<file path="config.mk">
export PLATFORM = sky130hd
export DESIGN_NAME = alert_ping_scheduler
export DESIGN_NICKNAME = d
export VERILOG_FILES = /design/src/rtl/alert_ping_scheduler.sv
export SDC_FILE = /design/constraint.sdc
export NUM_CORES = 1
export LEC_CHECK = 0
export ABC_AREA = 1
export BUFFER_PORTS_ARGS = -buffer_cell sky130_fd_sc_hd__buf_2
export CAP_MARGIN = 0
export CORE_MARGIN = 10
export CORE_UTILIZATION = 55
export DETAILED_ROUTE_END_ITERATION = 8
export GPL_TIMING_DRIVEN = 0
export PLACE_DENSITY_LB_ADDON = 0.12
export SLEW_MARGIN = 25
export SYNTH_ARGS = -nofsm -noshare
export SYNTH_HDL_FRONTEND = slang
export SYNTH_SLANG_ARGS = --single-unit
</file>
<file path="constraint.sdc">
create_clock -name clk_i -period 3.6 [get_ports clk_i]
set_input_delay 1.08 -clock clk_i [delete_from_list [all_inputs] [get_ports clk_i]]
set_output_delay 1.08 -clock clk_i [all_outputs]
set_load 0.01 [all_outputs]
</file>
<file path="src/rtl/alert_ping_scheduler.sv">
// Alternates liveness pings between one alert receiver and one escalation sender,
// choosing targets with a Galois LFSR and flagging a missing ack after a timeout.
module alert_ping_scheduler #(
    parameter int          NumAlerts = 4,
    parameter int          NumEsc    = 4,
    parameter int          WaitW     = 24,
    parameter int          TimeoutW  = 16,
    parameter logic [15:0] LfsrSeed  = 16'hACE1
) (
    input  logic                 clk_i,
    input  logic                 rst_ni,
    input  logic                 en_i,
    input  logic [NumAlerts-1:0] alert_en_i,
    input  logic [WaitW-1:0]     ping_wait_i,
    input  logic [TimeoutW-1:0]  timeout_i,
    output logic [NumAlerts-1:0] alert_ping_req_o,
    input  logic [NumAlerts-1:0] alert_ping_ack_i,
    output logic [NumEsc-1:0]    esc_ping_req_o,
    input  logic [NumEsc-1:0]    esc_ping_ack_i,
    output logic                 alert_ping_fail_o,
    output logic                 esc_ping_fail_o
);

    typedef enum logic [2:0] {
        Idle,
        AlertWait,
        AlertPing,
        EscWait,
        EscPing
    } state_e;

    localparam logic [15:0] LfsrMask = 16'hB400;

    function automatic logic [15:0] lfsr_step(input logic [15:0] v);
        return (v >> 1) ^ (v[0] ? LfsrMask : 16'h0000);
    endfunction

    function automatic logic [7:0] sel_idx(input logic [15:0] v, input int n);
        return 8'(32'(v[7:0]) % 32'(n));
    endfunction

    state_e                state_q, state_d;
    logic [15:0]           lfsr_q, lfsr_d, lfsr_nxt;
    logic [7:0]            idx_q, idx_d;
    logic [WaitW-1:0]      wait_cnt_q, wait_cnt_d;
    logic [TimeoutW-1:0]   to_cnt_q, to_cnt_d;
    logic [NumAlerts-1:0]  alert_req_q, alert_req_d, alert_sel;
    logic [NumEsc-1:0]     esc_req_q, esc_req_d, esc_sel;
    logic                  alert_fail_q, alert_fail_d;
    logic                  esc_fail_q, esc_fail_d;
    logic                  enter_alert_wait, enter_esc_wait;

    assign lfsr_nxt = lfsr_step(lfsr_q);

    always_comb begin
        alert_sel = '0;
        for (int i = 0; i < NumAlerts; i++) alert_sel[i] = (idx_q == 8'(i));
        esc_sel = '0;
        for (int i = 0; i < NumEsc; i++) esc_sel[i] = (idx_q == 8'(i));
    end

    always_comb begin
        state_d          = state_q;
        lfsr_d           = lfsr_q;
        idx_d            = idx_q;
        wait_cnt_d       = wait_cnt_q;
        to_cnt_d         = to_cnt_q;
        alert_fail_d     = 1'b0;
        esc_fail_d       = 1'b0;
        enter_alert_wait = 1'b0;
        enter_esc_wait   = 1'b0;

        unique case (state_q)
            Idle: begin
                if (en_i) enter_alert_wait = 1'b1;
            end
            AlertWait: begin
                if (wait_cnt_q != '0) begin
                    wait_cnt_d = wait_cnt_q - 1'b1;
                end else if (|(alert_en_i & alert_sel)) begin
                    state_d  = AlertPing;
                    to_cnt_d = '0;
                end else begin
                    enter_esc_wait = 1'b1;
                end
            end
            AlertPing: begin
                // An ack on the final window cycle wins over the timeout.
                if (|(alert_ping_ack_i & alert_sel)) begin
                    enter_esc_wait = 1'b1;
                end else if (to_cnt_q == timeout_i) begin
                    alert_fail_d   = 1'b1;
                    enter_esc_wait = 1'b1;
                end else if (to_cnt_q != '1) begin
                    to_cnt_d = to_cnt_q + 1'b1;
                end
            end
            EscWait: begin
                if (wait_cnt_q != '0) begin
                    wait_cnt_d = wait_cnt_q - 1'b1;
                end else begin
                    state_d  = EscPing;
                    to_cnt_d = '0;
                end
            end
            EscPing: begin
                if (|(esc_ping_ack_i & esc_sel)) begin
                    enter_alert_wait = 1'b1;
                end else if (to_cnt_q == timeout_i) begin
                    esc_fail_d       = 1'b1;
                    enter_alert_wait = 1'b1;
                end else if (to_cnt_q != '1) begin
                    to_cnt_d = to_cnt_q + 1'b1;
                end
            end
            default: state_d = Idle;
        endcase

        if (enter_alert_wait) begin
            state_d    = AlertWait;
            lfsr_d     = lfsr_nxt;
            idx_d      = sel_idx(lfsr_nxt, NumAlerts);
            wait_cnt_d = ping_wait_i;
        end
        if (enter_esc_wait) begin
            state_d    = EscWait;
            lfsr_d     = lfsr_nxt;
            idx_d      = sel_idx(lfsr_nxt, NumEsc);
            wait_cnt_d = ping_wait_i;
        end

        // Disabling mid-round abandons the ping silently and keeps the LFSR position.
        if (state_q != Idle && !en_i) begin
            state_d      = Idle;
            lfsr_d       = lfsr_q;
            idx_d        = idx_q;
            wait_cnt_d   = wait_cnt_q;
            to_cnt_d     = to_cnt_q;
            alert_fail_d = 1'b0;
            esc_fail_d   = 1'b0;
        end

        alert_req_d = (state_d == AlertPing) ? alert_sel : '0;
        esc_req_d   = (state_d == EscPing) ? esc_sel : '0;
    end

    always_ff @(posedge clk_i) begin
        if (!rst_ni) begin
            state_q      <= Idle;
            lfsr_q       <= LfsrSeed;
            idx_q        <= '0;
            wait_cnt_q   <= '0;
            to_cnt_q     <= '0;
            alert_req_q  <= '0;
            esc_req_q    <= '0;
            alert_fail_q <= 1'b0;
            esc_fail_q   <= 1'b0;
        end else begin
            state_q      <= state_d;
            lfsr_q       <= lfsr_d;
            idx_q        <= idx_d;
            wait_cnt_q   <= wait_cnt_d;
            to_cnt_q     <= to_cnt_d;
            alert_req_q  <= alert_req_d;
            esc_req_q    <= esc_req_d;
            alert_fail_q <= alert_fail_d;
            esc_fail_q   <= esc_fail_d;
        end
    end

    assign alert_ping_req_o  = alert_req_q;
    assign esc_ping_req_o    = esc_req_q;
    assign alert_ping_fail_o = alert_fail_q;
    assign esc_ping_fail_o   = esc_fail_q;

endmodule

</file>
==> flow_summary.toml <==
[outcome]
status = "completed"

[cells_and_area]
syn_to_final_growth_pct = 14.5
layout.area.seq_sq_mm = 0.00140
design_area_sq_mm = 0.00509
nets = 874
multi_input_area_sq_mm = 0.00261
diodes = 0
fillCellCount = 758
drive_above_1_share_pct = 15.0

[placement]
io_buffers = 64
place_area_sq_mm = 0.00489
dp_hpwl_mm = 8.81
gp_congestion = 0.931

[die]
dieWidth_um = 110
rows = 32
ios = 65
core-area_sq_mm = 0.00781
fp.dieH_um = 110
die_area_sq_mm = 0.0121
initial_core_util_pct = 56.9

[critical_path]
crit_type = "in2reg"
start_kind = "primary input"
cp_slowest_cell = "nand3_1"
cp_max_fo = 10
worstPathArrival_ns = 2.85
crit_required_ns = 3.84
end_kind = "flop"
path_cells = "buf_2, nor2_1, nor2_1, nor2_1, nand2_1, nor2_1, nand3_1, nand2_4, o21ai_2, buf_4, buf_6, nor2_1, nor2_1"
max_stage_delay_ns = 0.26
crit_top_cell = "nor2_1"

[route]
wl_per_cell_um = 12.3
first_pass_iters = 4
antenna_left = 0
drt_iter0_markers = 175
viasPerCell = 5.06
drc = 0
dr_total_vias = 4667
totalWireLength_mm = 11.4

[yosys]
seq_area_frac_synth_pct = 31.5
synthCells = 741
synth_top_area_share_pct = 31.5
yosysWarningCount = 0
synthSimpleGateAreaFrac_pct = 44.0
synth-compound-area-share_pct = 6.96
ys_types = 32
synth_area_leaders = "dfxtp_1 32%, nand2_1 20%, nor2_1 13%"
syn-num-nets = 799
ys_ff_latch = 70
avgSynthCellArea_sq_um = 5.99
synth_mux_area_share_pct = 0
synth_top_family_by_area = "simple AND/OR/NAND/NOR gates"
synth_xor_area_share_pct = 6.90
syn_area_sq_mm = 0.00444
yosysTopAreaCell = "dfxtp_1"
synth_fa_ha_area_share_pct = 0.845

[timing]
setup-tns-final_ns = 0
min_period_ns = 2.61
rsz0062_at_grt = "false"
skew_ns = 0.00643
setup_viol = 0
clock.fmax_mhz = 383
drv_slew = 0
post-route-period-util_pct = 72.5
worst_pin_slew_ns = 0.526
finalHoldViolations = 0
relSlewSlack_pct = 64.9

[run]
drv_cap = 0

[global_route]
grt_max_degree = 14
grt-ovfl-total = 0
grtUsageTotal_pct = 19.2
antenna_found_initial = 0
grt_first_pass_wirelength_mm = 19.2
grt_pass1_vias = 4386

[power_and_ir_drop]
peakVddDrop_v = 0.000279
p_leak_nw = 2.51
power_density_mw_per_mm2 = 500

[clock_tree]
clkLatencyLatePin_ns = 0.34
clk_pin_slew_ns = 0.08
cts_tree = "yes"
cts.sinks = 70
htreeDepth = 3
postCtsResizedCells = 0
cts_made_buffers = 9
cts_setup_buffers = 0
clockBufferDepth = 2
hold_buffers = 0
root_buffer = "clkbuf_8"

[hold_path]
holdCritPathClass = "reg2reg"
## cell usage in the layout, fill, tap and decap left out, types with 2 or more instances in the layout
| cell type | count |
|---|---|
| buf_2 | 73 |
| o21ai_0 | 32 |
| inv_6 | 2 |
| nor3b_1 | 2 |
| nand3_1 | 49 |
| a21oi_1 | 19 |
| nand2_1 | 239 |
| nor3_1 | 13 |
| a21oi_2 | 2 |
| nand4_1 | 6 |
| o21ai_2 | 2 |
| nand2_2 | 3 |
| dfxtp_1 | 70 |
| inv_2 | 10 |
| nor3_2 | 2 |
| nor2_4 | 2 |
| buf_4 | 8 |
| xor2_1 | 35 |
| ha_1 | 3 |
| clkbuf_8 | 9 |
| inv_1 | 66 |
| clkinvlp_4 | 3 |
| nor2_1 | 149 |
| clkbuf_1 | 9 |
| nor2_2 | 2 |
## final cells by class
| type | instances | area share (%) |
|---|---|---|
| Multi-Input combinational cell | 569 | 51.3 |
| Sequential cell | 70 | 27.5 |
| Timing Repair Buffer | 64 | 6.30 |
| Inverter | 76 | 5.61 |
| Buffer | 26 | 2.88 |
| Clock buffer | 10 | 2.51 |
| Tap cell | 102 | 2.51 |
| Clock inverter | 6 | 1.38 |
## through the flow
stage	power [mW]	hold slack (ns)	setup WS [ns]	util, %	std cells
floorplan	1.70	0.429	1.18	-	741
global placement	1.88	0.438	0.714	62.6	907
detailed placement	1.91	0.452	0.669	62.6	907
CTS	2.55	0.472	1.03	65.2	923
global route	2.76	0.483	0.818	65.2	923
finish	2.54	0.468	0.991	65.2	923
## power by group
part | total, mW | leakage (nW) | switching [mW] | internal (mW)
Clock | 0.643 | 0.0895 | 0.318 | 0.325
Combinational | 0.945 | 1.85 | 0.596 | 0.349
Sequential | 0.956 | 0.574 | 0.0776 | 0.878
Total | 2.54 | 2.51 | 0.991 | 1.55
## sequential cells by signal, summed over array words and instances (netlist names)
signal             count
esc_ping_req_o         4
esc_ping_fail_o        1
idx_q                  1
alert_ping_req_o       4
alert_ping_fail_o      1
lfsr_q                16
state_q                3
to_cnt_q              16
wait_cnt_q            24
## final timing paths
path | from | to | slack, ns | cells past startpoint
worst max-delay path | timeout_i[12] | wait_cnt_q[17] | 0.99 | 13
worst min-delay path | lfsr_q[15] | lfsr_q[15] | 0.47 | 2
worst max register to register | to_cnt_q[1] | to_cnt_q[15] | 1.28 | 10
worst min register to register | lfsr_q[15] | lfsr_q[15] | 0.47 | 2
## cells in the mapped netlist (all sizes together)
library cell	number
nand3	49
nor4	1
nand2	243
a31oi	1
ha	3
dfxtp	70
nor3b	2
nor3	15
and2	1
nor2	154
o31ai	1
nand3b	2
clkbuf	8
a21oi	21
inv	76
buf	18
o21ai	35
xor2	35
nand4	6
## logic make-up after synthesis
kind of cell               Yosys count
xor gates and xnor gates            35
adders and majority gates            3
DFF                                 70
buffers and inverters              102
AOI/OAI and AO/OA                   58
and+or+nand+nor                    473
## metal layers
| layer | global-route usage [%] | share of wire, % | up-vias |
|---|---|---|---|
| li1 | - | - | 2440 |
| met1 | 22.9 | 43 | 2111 |
| met2 | 34.3 | 51 | 104 |
| met3 | 3.45 | 5.1 | 12 |
| met4 | 5.58 | 1.0 | 0 |
| met5 | 0 | 0 | - |
## worst max-delay path, delay by kind of cell
family | cells | cell delay [ns]
buffers and inverters | 3 | 0.44
AND/OR/NAND/NOR | 9 | 1.24
AO/OA/AOI/OAI | 1 | 0.11
Power figures use the tool's default switching activity.
